<file path="src/rtl/led_pkg.sv">
// Shared LED definitions: debounce FSM encoding, default PWM width and matrix geometry.
// Used by the button/PWM controller and by the matrix colour stage.
package led_pkg;

   typedef enum logic [1:0] {
      DB_REL        = 2'd0,
      DB_WAIT_PRESS = 2'd1,
      DB_PRESSED    = 2'd2,
      DB_WAIT_REL   = 2'd3
   } db_state_t;

   localparam int LED_PWM_BITS = 8;
   localparam int MATRIX_COLS  = 25;

endpackage

</file>
<file path="src/rtl/btn_debounce.sv">
// Two-flop synchronizer, four-state debounce FSM and registered one-cycle press pulse
// for one raw active-low button. The FSM state is exported for observation.
module btn_debounce
   import led_pkg::*;
#(
   parameter int DEBOUNCE_CYCLES = 500000
) (
   input  logic      clk,
   input  logic      rst_n,
   input  logic      btn_n,
   output logic      press,
   output db_state_t state
);

   localparam int            CW   = $clog2(DEBOUNCE_CYCLES + 1);
   localparam logic [CW-1:0] LAST = CW'(DEBOUNCE_CYCLES - 1);

   logic          sync1, sync2;
   db_state_t     state_nxt;
   logic [CW-1:0] cnt, cnt_nxt;
   logic          press_nxt;

   // Synchronizer resets to the released level so a held button is seen as a fresh press.
   always_ff @(posedge clk or negedge rst_n) begin
      if (!rst_n) begin
         sync1 <= 1'b1;
         sync2 <= 1'b1;
      end else begin
         sync1 <= btn_n;
         sync2 <= sync1;
      end
   end

   always_ff @(posedge clk or negedge rst_n) begin
      if (!rst_n) begin
         state <= DB_REL;
         cnt   <= '0;
         press <= 1'b0;
      end else begin
         state <= state_nxt;
         cnt   <= cnt_nxt;
         press <= press_nxt;
      end
   end

   always_comb begin
      state_nxt = state;
      cnt_nxt   = '0;
      press_nxt = 1'b0;
      case (state)
         DB_REL: begin
            if (!sync2) state_nxt = DB_WAIT_PRESS;
         end
         DB_WAIT_PRESS: begin
            if (sync2) begin
               state_nxt = DB_REL;
            end else if (cnt == LAST) begin
               state_nxt = DB_PRESSED;
               press_nxt = 1'b1;
            end else begin
               cnt_nxt = cnt + CW'(1);
            end
         end
         DB_PRESSED: begin
            if (sync2) state_nxt = DB_WAIT_REL;
         end
         DB_WAIT_REL: begin
            if (!sync2) begin
               state_nxt = DB_PRESSED;
            end else if (cnt == LAST) begin
               state_nxt = DB_REL;
            end else begin
               cnt_nxt = cnt + CW'(1);
            end
         end
         default: state_nxt = DB_REL;
      endcase
   end

endmodule

</file>
<file path="src/rtl/button_pwm_ctrl.sv">
// Button-driven LED PWM: debounced colour/brightness buttons, free-running PWM and duty stepping.
// Define BUTTON_PWM_BREATH_EN for the automatic triangle (breathing) ramp.
module button_pwm_ctrl
   import led_pkg::*;
#(
   parameter int DEBOUNCE_CYCLES = 500000,
   parameter int PWM_BITS        = LED_PWM_BITS,
   parameter int DUTY_STEP       = 16,
   parameter int BREATH_DIV      = 50000
) (
   input  logic                clk,
   input  logic                rst_n,
   input  logic                btn_n,
   input  logic                btn_dim_n,
   output logic                f_edge,
   output logic                pwm_out,
   output logic                up_down,
   output logic [PWM_BITS-1:0] duty,
   output db_state_t           btn_state,
   output db_state_t           dim_state
);

   localparam logic [PWM_BITS-1:0] CNT_MAX  = '1;
   localparam logic [PWM_BITS-1:0] DUTY_RST = {1'b1, {(PWM_BITS-1){1'b0}}};
   localparam logic [PWM_BITS:0]   STEP_EXT = (PWM_BITS+1)'(DUTY_STEP);
   localparam logic [PWM_BITS:0]   MAX_EXT  = {1'b0, CNT_MAX};

   if (DEBOUNCE_CYCLES < 1 || BREATH_DIV < 1 || PWM_BITS < 2 ||
       DUTY_STEP < 1 || DUTY_STEP >= 2**PWM_BITS) begin : g_bad_param
      $error("button_pwm_ctrl: invalid parameter set");
   end

   logic                dim_press;
   logic [PWM_BITS-1:0] pwm_cnt;
   logic                pend, step_req, apply, dir_toggle;
   logic [PWM_BITS:0]   up_sum;
   logic [PWM_BITS-1:0] duty_nxt;
   logic                dir_nxt;

   btn_debounce #(.DEBOUNCE_CYCLES(DEBOUNCE_CYCLES)) u_btn (
      .clk   (clk),
      .rst_n (rst_n),
      .btn_n (btn_n),
      .press (f_edge),
      .state (btn_state)
   );

   btn_debounce #(.DEBOUNCE_CYCLES(DEBOUNCE_CYCLES)) u_dim (
      .clk   (clk),
      .rst_n (rst_n),
      .btn_n (btn_dim_n),
      .press (dim_press),
      .state (dim_state)
   );

`ifdef BUTTON_PWM_BREATH_EN
   localparam int          PW      = (BREATH_DIV > 1) ? $clog2(BREATH_DIV) : 1;
   localparam logic [PW-1:0] PRE_LAST = PW'(BREATH_DIV - 1);
   logic [PW-1:0] pre_cnt;

   always_ff @(posedge clk or negedge rst_n) begin
      if (!rst_n)                pre_cnt <= '0;
      else if (pre_cnt == PRE_LAST) pre_cnt <= '0;
      else                       pre_cnt <= pre_cnt + PW'(1);
   end

   assign step_req   = (pre_cnt == PRE_LAST);
   assign dir_toggle = dim_press;
`else
   assign step_req   = dim_press;
   assign dir_toggle = 1'b0;
`endif

   // Steps land only at the end of a PWM period so a period never sees two duty values.
   assign apply = pend && (pwm_cnt == CNT_MAX);

   always_comb begin
      up_sum   = {1'b0, duty} + STEP_EXT;
      duty_nxt = duty;
      dir_nxt  = up_down;
      if (up_down) begin
         if (up_sum >= MAX_EXT) begin
            duty_nxt = CNT_MAX;
            dir_nxt  = 1'b0;
         end else begin
            duty_nxt = up_sum[PWM_BITS-1:0];
         end
      end else begin
         if ({1'b0, duty} <= STEP_EXT) begin
            duty_nxt = '0;
            dir_nxt  = 1'b1;
         end else begin
            duty_nxt = duty - STEP_EXT[PWM_BITS-1:0];
         end
      end
   end

   // A clamp-driven direction change wins over a manual toggle landing on the same cycle.
   always_ff @(posedge clk or negedge rst_n) begin
      if (!rst_n) begin
         pwm_cnt <= '0;
         pwm_out <= 1'b1;
         pend    <= 1'b0;
         duty    <= DUTY_RST;
         up_down <= 1'b1;
      end else begin
         pwm_cnt <= pwm_cnt + PWM_BITS'(1);
         pwm_out <= (pwm_cnt >= duty);
         pend    <= (pwm_cnt == CNT_MAX) ? step_req : (pend | step_req);
         if (apply) begin
            duty    <= duty_nxt;
            up_down <= dir_nxt;
         end else if (dir_toggle) begin
            up_down <= ~up_down;
         end
      end
   end

endmodule

</file>
<file path="config.mk">
export PLATFORM = sky130hd
export DESIGN_NAME = button_pwm_ctrl
export DESIGN_NICKNAME = d
export VERILOG_FILES = /design/src/rtl/led_pkg.sv /design/src/rtl/btn_debounce.sv /design/src/rtl/button_pwm_ctrl.sv
export SDC_FILE = /design/constraint.sdc
export NUM_CORES = 1
export LEC_CHECK = 0
export CAP_MARGIN = 20
export CELL_PAD_IN_SITES_DETAIL_PLACEMENT = 0
export CELL_PAD_IN_SITES_GLOBAL_PLACEMENT = 1
export CORE_MARGIN = 5
export CORE_UTILIZATION = 50
export CTS_CLUSTER_SIZE = 10
export DETAILED_ROUTE_END_ITERATION = 7
export GPL_TIMING_DRIVEN = 0
export PLACE_DENSITY_LB_ADDON = 0.1
export SYNTH_ARGS = -nofsm -noshare
export SYNTH_HDL_FRONTEND = slang
export SYNTH_SLANG_ARGS = --single-unit
</file>
<file path="constraint.sdc">
create_clock -name clk -period 3.5 [get_ports clk]
set_input_delay 0.7 -clock clk [delete_from_list [all_inputs] [get_ports clk]]
set_output_delay 0.7 -clock clk [all_outputs]
set_load 0.01 [all_outputs]
</file>
==> reports/metrics.csv, run 1 <==
stage,metric,value,unit
status,status,finished clean,
floorplanning,starting density of the core,0.511,
placed_design,worst slack at placement,1.38,ns
synth,synth unique cells,48,
setup_path,r2r worst-path depth,7,
setup_path,worst-path fanout max,10,
routing,DRT Pass-1 Iters,4,
setup_path,reg2reg start,duty[4],
grt,first-pass GRT wire length,9760,um
grt,antenna violations before repair,0,
power,P_leak,1.59,nW
synth,Synth Cell Area,0.00321,sq mm
synth,Synth top area share,0.445,
final_layout,final core occ,0.587,
setup_path,Setup crit end,duty[1],
synth,Post-Synthesis Cells,314,
synth,leading area contributor after synthesis,dfrtp_1,
grt,gr ovfl total,0,
sta,Max-slew headroom,0.482,
final_layout,antenna cells,0,
placed_design,PortBufs,18,
setup_path,worst reg2reg setup slack,1.38,ns
setup_path,Max stage delay on crit path,0.56,ns
sta,post-route clock period utilization,0.652,
sta,crit path time final,2.28,ns
clock_network,clock latency on the worst-skew pair,0.34,ns
floorplanning,Core Area,0.00628,sq mm
clock_network,Post-CTS Setup Repair Bufs,0,
routing,initial drt markers,70,
sta,clk_skew,0.0109,ns
routing,DRT antenna net count,0,
synth,largest family of logic cells by synthesized area,simple AND/OR/NAND/NOR gates,
final_layout,final std cells w/o fill,425,
final_layout,share of cells above drive strength 1,0.0977,
floorplanning,Chip Height,90.1,um
synth,post-synthesis simple-gate area fraction,0.222,
routing,Residual DRC,0,
setup_path,Worst Setup SP,duty[2],
synth,register area share after synthesis,0.502,
synth,most frequent cell after synthesis,dfrtp_1,
clock_network,clock slew at reported path FFs,0.07,ns
synth,Compound-Gate Fraction of Synth Area,0.0558,
synth,Seq cells post-synth,64,
floorplanning,die area,0.00811,sq mm
routing,vias per inst,5.26,
routing,routed wire length,5640,um
sta,Slew @ Worst Pin,0.776,ns
placed_design,DP Cell Count,409,
clock_network,Post-CTS Hold Buffers,0,
clock_network,Clock Path Buffers,2,
setup_path,critical-path cell list,buf_4 -> clkdlybuf4s50_1,
placed_design,Placer Congestion,0.801,
placed_design,DP HPWL,3910,um
floorplanning,Horiz. Die Dim,90.1,um
clock_network,CTS tree,built,
sta,WHS,0.357,ns
sta,Total Negative Setup Slacks,0,ns
sta,number of hold violations in the final report,0,
routing,vias post-DR,2235,
synth,number of flops mapped to enable cells by yosys,0,
setup_path,WS Path Type,reg2out,
power,total power,1.46,mW
setup_path,crit end category,primary output,
hold_path,Hold/Removal Path Class,reg2reg,
job,max-cap viol count,0,
clock_network,H-tree depth,3,
floorplanning,IO Pins,19,
setup_path,Worst path slowest cell,dfrtp_1,
sta,Final Setup Violations,0,
setup_path,worst r2r dst,duty[5],
synth,Ys Warns,0,
floorplanning,num rows,29,
clock_network,Clock Tree Root,clkbuf_8,
setup_path,startpoint types,register,
grt,largest net degree at the start of global routing,65,
sta,max-slew violations,0,
synth,Synth top cells by count,"dfrtp_1, nor2_1, xor2_1",
routing,routed len/inst,13.3,um
setup_path,CP required,2.80,ns
final_layout,post-route cell area,0.00368,sq mm
grt,overall global routing resource usage,0.146,
synth,ys async rst share,1.00,
final_layout,area grow syn2layout,14.9,%
synth,adder-cell share of the synthesized area,0.0585,
setup_path,Worst EP arrival,1.58,ns
synth,Synth Area per Inst,10.2,sq um
sta,RSZ-0062 raised after global routing,no,
synth,post-synthesis mux area share,0.00625,
synth,xor and xnor area share after synthesis,0.115,
clock_network,TritonCTS Buffers,9,
grt,vias in the first global route,2078,
sta,fmax,438,MHz
power,Worst VDD drop,0.000373,V
synth,prevailing post-synth register cell,dfrtp_1,
clock_network,post-cts gate resize count,0,
synth,Synth area leaders,"dfrtp_1, xor2_1, ha_1",
placed_design,instance area after placement,0.00348,sq mm
final_layout,Layout Nets,362,
clock_network,CTS sink count,64,
synth,syn nets,333,
sta,final worst slack,1.22,ns
power,Pwr Density,396,mW/mm^2
worst max-delay path, delay by kind of cell, from the launching register on:
family / cells / cell delay, ns
DFF: 1 / 0.56
buffers and inverters: 2 / 0.69
cells in the final DEF, fill, tap and decap left out, drive strengths merged, types with 9 or more instances in the layout:
cell type      netlist  final
dfrtp               57     57
nor2                44     44
xor2                25     25
nand3               24     24
nand2               22     22
xnor2               17     17
clkdlybuf4s50        0     17
inv                 15     15
ha                  15     15
clkbuf               2     14
nand4               11     11
and3                 9      9
state kept, by name, indices dropped and copies added, names as in the netlist, named ones only:
| name | count |
|---|---|
| duty | 5 |
| pend | 1 |
| pwm_cnt | 8 |
| pwm_out | 1 |
| u_btn.cnt | 19 |
| u_btn.press | 1 |
| u_btn.state | 1 |
| u_btn.sync1 | 1 |
| u_btn.sync2 | 1 |
| u_dim.cnt | 19 |
| u_dim.press | 1 |
| u_dim.state | 1 |
| u_dim.sync1 | 1 |
| u_dim.sync2 | 1 |
| up_down | 1 |
final cells by class:
cell class	instances	area, sq um
inverter	15	56.3
tap	77	96.3
clock buffer	12	135
timing repair buffer	18	178
buffer	9	71.3
sequential	64	1610
clock inverter	4	70.1
fill	560	2590
multi-input combinational	226	1470
where the power goes:
part	leakage (nW)	internal (mW)	switching, mW
Clock	0.104	0.400	0.272
Sequential	0.849	0.747	0.00470
Combinational	0.638	0.0121	0.0249
metal layers:
metal / track usage / up-vias / share of wire
li1: - / 1140 / -
met1: 0.209 / 1045 / 0.52
met2: 0.209 / 38 / 0.43
met3: 0.0334 / 12 / 0.035
met4: 0.0670 / 0 / 0.020
met5: 0 / - / 0
worst min-delay path by stage:
stage	end	depth (start not counted)	slack (ns)	from
after global placement	u_dim.sync2	0	0.35	u_dim.sync1
after detailed placement	u_dim.sync2	0	0.35	u_dim.sync1
after floorplan	u_btn.sync2	0	0.35	u_btn.sync1
final	u_btn.sync2	0	0.36	u_btn.sync1
after CTS	u_dim.sync2	0	0.36	u_dim.sync1
after global routing	u_dim.sync2	0	0.37	u_dim.sync1
cell families (layout without fill, tap and decap cells):
kind of cell / after synthesis / after routing
simple gates: 140 / 140
flops: 64 / 64
xor+xnor: 42 / 42
compound gates: 27 / 27
buf+inv: 24 / 58
fa+ha+maj: 15 / 15
mux: 2 / 2
Power figures use the tool's default switching activity.
==> run 2, diff against run 1 <==
--- a/config.mk
+++ b/config.mk
@@ -9,7 +9,7 @@
 export CELL_PAD_IN_SITES_DETAIL_PLACEMENT = 0
 export CELL_PAD_IN_SITES_GLOBAL_PLACEMENT = 1
 export CORE_MARGIN = 5
-export CORE_UTILIZATION = 50
+export CORE_UTILIZATION = 47
 export CTS_CLUSTER_SIZE = 10
 export DETAILED_ROUTE_END_ITERATION = 7
 export GPL_TIMING_DRIVEN = 0
==> constraint.sdc (replaced) <==
create_clock -name clk -period 2.2 [get_ports clk]
set_input_delay 0.44 -clock clk [delete_from_list [all_inputs] [get_ports clk]]
set_output_delay 0.44 -clock clk [all_outputs]
set_load 0.01 [all_outputs]
==> reports/metrics.csv, run 2 (synthesis gave the netlist of run 1 again) <==
stage,metric,value,unit,change
setup_path,crit end category,primary output,,unchanged
final_layout,Layout Nets,363,,was 362
clock_network,Post-CTS Hold Buffers,0,,unchanged
placed_design,DP HPWL,3990,um,was 3910 um
clock_network,H-tree depth,3,,unchanged
clock_network,clock slew at reported path FFs,0.07,ns,about the same
routing,routed len/inst,13.5,um,was 13.3 um
setup_path,reg2reg start,duty[4],,unchanged
floorplanning,starting density of the core,0.477,,was 0.511
grt,largest net degree at the start of global routing,65,,unchanged
floorplanning,Horiz. Die Dim,92.6,um,was 90.1 um
grt,overall global routing resource usage,0.149,,was 0.146
clock_network,Clock Tree Root,clkbuf_8,,unchanged
floorplanning,Chip Height,92.6,um,was 90.1 um
setup_path,worst reg2reg setup slack,0.22,ns,was 1.38 ns
final_layout,antenna cells,0,,unchanged
grt,antenna violations before repair,0,,unchanged
sta,max-slew violations,0,,unchanged
sta,number of hold violations in the final report,0,,unchanged
setup_path,r2r worst-path depth,8,,was 7
final_layout,share of cells above drive strength 1,0.112,,was 0.0977
hold_path,Hold/Removal Path Class,in2async,,was reg2reg
setup_path,CP required,1.76,ns,was 2.80 ns
setup_path,Worst EP arrival,1.56,ns,was 1.58 ns
final_layout,final std cells w/o fill,429,,was 425
power,P_leak,1.59,nW,about the same
routing,initial drt markers,64,,was 70
sta,Slew @ Worst Pin,0.807,ns,was 0.776 ns
setup_path,worst r2r dst,duty[5],,unchanged
final_layout,largest registers,"u_btn.cnt: 19 flops, u_dim.cnt: 19 flops, pwm_cnt: 8 flops",,unchanged
clock_network,clock latency on the worst-skew pair,0.33,ns,was 0.34 ns
routing,vias post-DR,2245,,was 2235
sta,Max-slew headroom,0.462,,was 0.482
floorplanning,num rows,30,,was 29
routing,routed wire length,5780,um,was 5640 um
floorplanning,die area,0.00857,sq mm,was 0.00811 sq mm
sta,post-route clock period utilization,0.910,,
routing,vias per inst,5.23,,was 5.26
routing,DRT Pass-1 Iters,4,,unchanged
clock_network,CTS tree,built,,unchanged
final_layout,"commonest cells after routing, fill and taps aside","dfrtp_1, nor2_1, xor2_1",,unchanged
grt,first-pass GRT wire length,10300,um,was 9760 um
routing,Residual DRC,0,,unchanged
clock_network,Clock Path Buffers,2,,unchanged
floorplanning,IO Pins,19,,unchanged
setup_path,WS Path Type,reg2out,,unchanged
clock_network,CTS sink count,64,,unchanged
setup_path,worst-path fanout max,10,,unchanged
job,max-cap viol count,0,,unchanged
floorplanning,Core Area,0.00672,sq mm,was 0.00628 sq mm
sta,RSZ-0062 raised after global routing,no,,unchanged
clock_network,TritonCTS Buffers,9,,unchanged
sta,fmax,499,MHz,
grt,vias in the first global route,2239,,was 2078
sta,clk_skew,0.00831,ns,was 0.0109 ns
placed_design,Placer Congestion,0.810,,was 0.801
setup_path,Setup crit end,duty[3],,was duty[1]
grt,gr ovfl total,0,,unchanged
final_layout,Filler cells,601,,was 560
sta,crit path time final,2.00,ns,
power,Worst VDD drop,0.000489,V,was 0.000373 V
placed_design,DP Cell Count,412,,was 409
final_layout,area grow syn2layout,15.9,%,was 14.9%
placed_design,PortBufs,18,,unchanged
sta,Final Setup Violations,0,,unchanged
setup_path,startpoint types,register,,unchanged
setup_path,Worst Setup SP,duty[2],,unchanged
final_layout,"most common cell after layout, fill and taps aside",dfrtp_1,,unchanged
power,total power,2.36,mW,was 1.46 mW
status,status,finished clean,,unchanged
power,Pwr Density,634,mW/mm^2,was 396 mW/mm^2
routing,DRT antenna net count,0,,unchanged
-- run 2: worst min-delay path by stage --
stage	startpoint	to	depth (start not counted)
after detailed placement	u_dim.sync1	u_dim.sync2	0
after global placement	u_dim.sync1	u_dim.sync2	0
after floorplan	rst_n	async pin	0
after CTS	rst_n	u_btn.cnt[10]	1
final	rst_n	u_btn.cnt[10]	1
after global routing	rst_n	u_btn.cnt[10]	1
-- run 2: through the flow --
step | setup TNS, ns | utilization | setup slack, ns | area, sq um | hold WS [ns]
after global routing | 0 | 0.553 | 0.0400 | 3710 | 0.250
after global placement | -89.57 | 0.519 | -1.48 | 3490 | 0.349
after detailed placement | 0 | 0.518 | 0.114 | 3480 | 0.347
after floorplan | 0 | - | 0.367 | 3210 | 0.144
final | 0 | 0.553 | 0.197 | 3710 | 0.206
after CTS | 0 | 0.551 | 0.0921 | 3700 | 0.221
-- run 2: critical path, stage by stage, from the launching register on --
cell and delay [ns]:
dfrtp_1 0.55, buf_4 0.17, clkdlybuf4s50_1 0.52
-- run 2: metal layers --
metal,part of all wire,up-vias,global-route usage
li1,-,1138,-
met1,0.50,1061,0.208
met2,0.46,44,0.218
met3,0.042,2,0.0487
met4,0.0050,0,0.0532
met5,0,-,0
-- run 2: layout make-up --
type                       count  area, sq um  share of cell area
clock buffer                  11          141              0.0381
buffer                         9         71.3              0.0192
sequential                    64         1610               0.434
tap                           80          100              0.0269
clock inverter                 5         80.1              0.0216
multi-input combinational    226         1470               0.395
timing repair buffer          19          185              0.0498
inverter                      15         56.3              0.0152
-- run 2: what timing repair did --
item / 4_1_cts / 5_1_grt
buffers inserted: 0 / 1
endpoints found under the hold margin: 0 / 0
gates resized for setup: 0 / 3
endpoints found under the setup margin: 0 / 2
-- run 2: report_power, final --
group	total, mW	switching (mW)	internal (mW)
Clock	1.10	0.434	0.667
Sequential	1.20	0.00737	1.19
Combinational	0.0596	0.0405	0.0192
Total	2.36	0.481	1.88
==> run 3, diff against run 2 <==
--- a/config.mk
+++ b/config.mk
@@ -5,6 +5,7 @@
 export SDC_FILE = /design/constraint.sdc
 export NUM_CORES = 1
 export LEC_CHECK = 0
+export ABC_CLOCK_PERIOD_IN_PS = 2200
 export CAP_MARGIN = 20
 export CELL_PAD_IN_SITES_DETAIL_PLACEMENT = 0
 export CELL_PAD_IN_SITES_GLOBAL_PLACEMENT = 1
@@ -13,7 +14,7 @@
 export CTS_CLUSTER_SIZE = 10
 export DETAILED_ROUTE_END_ITERATION = 7
 export GPL_TIMING_DRIVEN = 0
-export PLACE_DENSITY_LB_ADDON = 0.1
+export PLACE_DENSITY = 0.81
 export SYNTH_ARGS = -nofsm -noshare
 export SYNTH_HDL_FRONTEND = slang
 export SYNTH_SLANG_ARGS = --single-unit
==> reports/metrics.csv, run 3 (synthesis gave the netlist of run 1 again) <==
stage,metric,value,unit,change
power,Gate power share,0.028,,was 0.025
sta,max-slew violations,0,,unchanged
final_layout,Layout Nets,363,,unchanged
floorplanning,Core Area,0.00672,sq mm,unchanged
grt,antenna violations before repair,0,,unchanged
grt,overall global routing resource usage,0.151,,was 0.149
floorplanning,num rows,30,,unchanged
setup_path,r2r worst-path depth,8,,unchanged
routing,DRT antenna net count,0,,unchanged
sta,RSZ-0062 raised after global routing,no,,unchanged
sta,clk_skew,0.00827,ns,was 0.00831 ns
final_layout,largest registers,"u_btn.cnt: 19 flops, u_dim.cnt: 19 flops, pwm_cnt: 8 flops",,unchanged
grt,gr ovfl total,0,,unchanged
setup_path,worst-path fanout max,10,,unchanged
setup_path,CP required,1.76,ns,about the same
placed_design,Placer Congestion,0.861,,was 0.810
grt,first-pass GRT wire length,10300,um,about the same
routing,routed wire length,5690,um,was 5780 um
final_layout,Filler cells,589,,was 601
floorplanning,Chip Height,92.6,um,unchanged
clock_network,CTS tree,built,,unchanged
final_layout,final std cells w/o fill,429,,unchanged
status,status,finished clean,,unchanged
sta,crit path time final,2.02,ns,was 2.00 ns
sta,Slew @ Worst Pin,0.776,ns,was 0.807 ns
grt,vias in the first global route,2230,,was 2239
setup_path,reg2reg start,duty[5],,was duty[4]
clock_network,CTS sink count,64,,unchanged
routing,initial drt markers,85,,was 64
routing,Residual DRC,0,,unchanged
final_layout,area grow syn2layout,14.5,%,was 15.9%
clock_network,H-tree depth,3,,unchanged
clock_network,Clock Path Buffers,2,,unchanged
clock_network,clock slew at reported path FFs,0.07,ns,about the same
setup_path,critical-path cell list,buf_4 -> clkdlybuf4s50_1,,unchanged
power,Worst VDD drop,0.000356,V,was 0.000489 V
routing,routed len/inst,13.3,um,was 13.5 um
setup_path,WS Path Type,reg2out,,unchanged
power,Pwr Density,584,mW/mm^2,was 634 mW/mm^2
final_layout,share of cells above drive strength 1,0.109,,was 0.112
setup_path,Max stage delay on crit path,0.55,ns,about the same
sta,post-route clock period utilization,0.916,,was 0.910
floorplanning,starting density of the core,0.477,,unchanged
setup_path,crit end category,primary output,,unchanged
clock_network,TritonCTS Buffers,9,,unchanged
grt,largest net degree at the start of global routing,65,,unchanged
sta,WHS,0.167,ns,was 0.206 ns
routing,vias per inst,5.24,,was 5.23
placed_design,PortBufs,18,,unchanged
floorplanning,die area,0.00857,sq mm,unchanged
sta,Final Setup Violations,0,,unchanged
setup_path,Worst EP arrival,1.58,ns,was 1.56 ns
power,sw frac,0.218,,was 0.204
routing,vias post-DR,2248,,was 2245
sta,Max-slew headroom,0.483,,was 0.462
power,P_leak,1.58,nW,was 1.59 nW
power,total power,2.14,mW,was 2.36 mW
clock_network,clock latency on the worst-skew pair,0.34,ns,was 0.33 ns
setup_path,Worst Setup SP,duty[2],,unchanged
setup_path,startpoint types,register,,unchanged
clock_network,Clock Tree Root,clkbuf_8,,unchanged
power,Flop pwr share,0.559,,was 0.508
placed_design,DP HPWL,3930,um,was 3990 um
final_layout,"most common cell after layout, fill and taps aside",dfrtp_1,,unchanged
sta,number of hold violations in the final report,0,,unchanged
sta,fmax,496,MHz,was 499 MHz
routing,DRT Pass-1 Iters,4,,unchanged
sta,Total Negative Setup Slacks,0,ns,unchanged
setup_path,Worst path slowest cell,dfrtp_1,,unchanged
power,cell internal pwr,1.68,mW,was 1.88 mW
final_layout,antenna cells,0,,unchanged
hold_path,Hold/Removal Path Class,in2async,,unchanged
floorplanning,IO Pins,19,,unchanged
floorplanning,Horiz. Die Dim,92.6,um,unchanged
job,max-cap viol count,0,,unchanged
placed_design,DP Cell Count,412,,unchanged
power,Clk pwr share,0.414,,was 0.467
final_layout,"commonest cells after routing, fill and taps aside","dfrtp_1, nor2_1, xor2_1",,unchanged
power,switching power,0.467,mW,was 0.481 mW
run 3: area by class of cell:
class / count / area [sq um] / share of cell area
Sequential cell: 64 / 1610 / 0.439
Multi-Input combinational cell: 226 / 1470 / 0.400
Timing Repair Buffer: 19 / 185 / 0.0505
Clock buffer: 13 / 159 / 0.0433
Tap cell: 80 / 100 / 0.0273
Buffer: 9 / 71.3 / 0.0194
Inverter: 15 / 56.3 / 0.0153
Clock inverter: 3 / 17.5 / 0.00477
run 3: worst max-delay path: cells and delay by family, from the launching register on:
kind,cells,cell delay [ns]
buffers and inverters,2,0.69
flip-flops,1,0.55
run 3: what timing repair did:
action	CTS	global route
buffers inserted	0	1
hold buffers	0	0
setup endpoints to repair	0	3
gates resized for setup	0	3
run 3: metal layers:
| metal | vias up | GRT usage | share of wire |
|---|---|---|---|
| li1 | 1141 | - | - |
| met4 | 0 | 0.0545 | 0.011 |
| met1 | 1068 | 0.205 | 0.51 |
| met5 | - | 0 | 0 |
| met2 | 33 | 0.219 | 0.44 |
| met3 | 6 | 0.0577 | 0.041 |
run 3: stage by stage:
stage	instance area (sq um)	worst slack [ns]	utilization
6_report	3670	0.185	0.546
5_1_grt	3670	0.0366	0.546
4_1_cts	3660	0.121	0.545
3_5_place_dp	3480	0.109	0.518
3_3_place_gp	3490	-1.43	0.519
2_1_floorplan	3210	0.367	-
run 3: power groups by stage:
| stage | Combinational, mW | Sequential (mW) | Clock, mW |
|---|---|---|---|
| after CTS | 0.0626 | 1.20 | 0.926 |
| after global placement | 0.0629 | 1.22 | 0 |
| final | 0.0590 | 1.20 | 0.887 |
| after detailed placement | 0.0629 | 1.22 | 0 |
| after global routing | 0.0699 | 1.20 | 0.977 |
| after floorplan | 0.0232 | 1.22 | 0 |
run 3: final timing paths:
check | slack (ns) | endpoint
max in group asynchronous | 1.49 | duty[4]
min | 0.17 | duty[6]
min reg2reg | 0.36 | u_dim.sync2
min in group clk | 0.36 | u_dim.sync2
max | 0.18 | duty[1]
max reg2reg | 0.24 | duty[5]
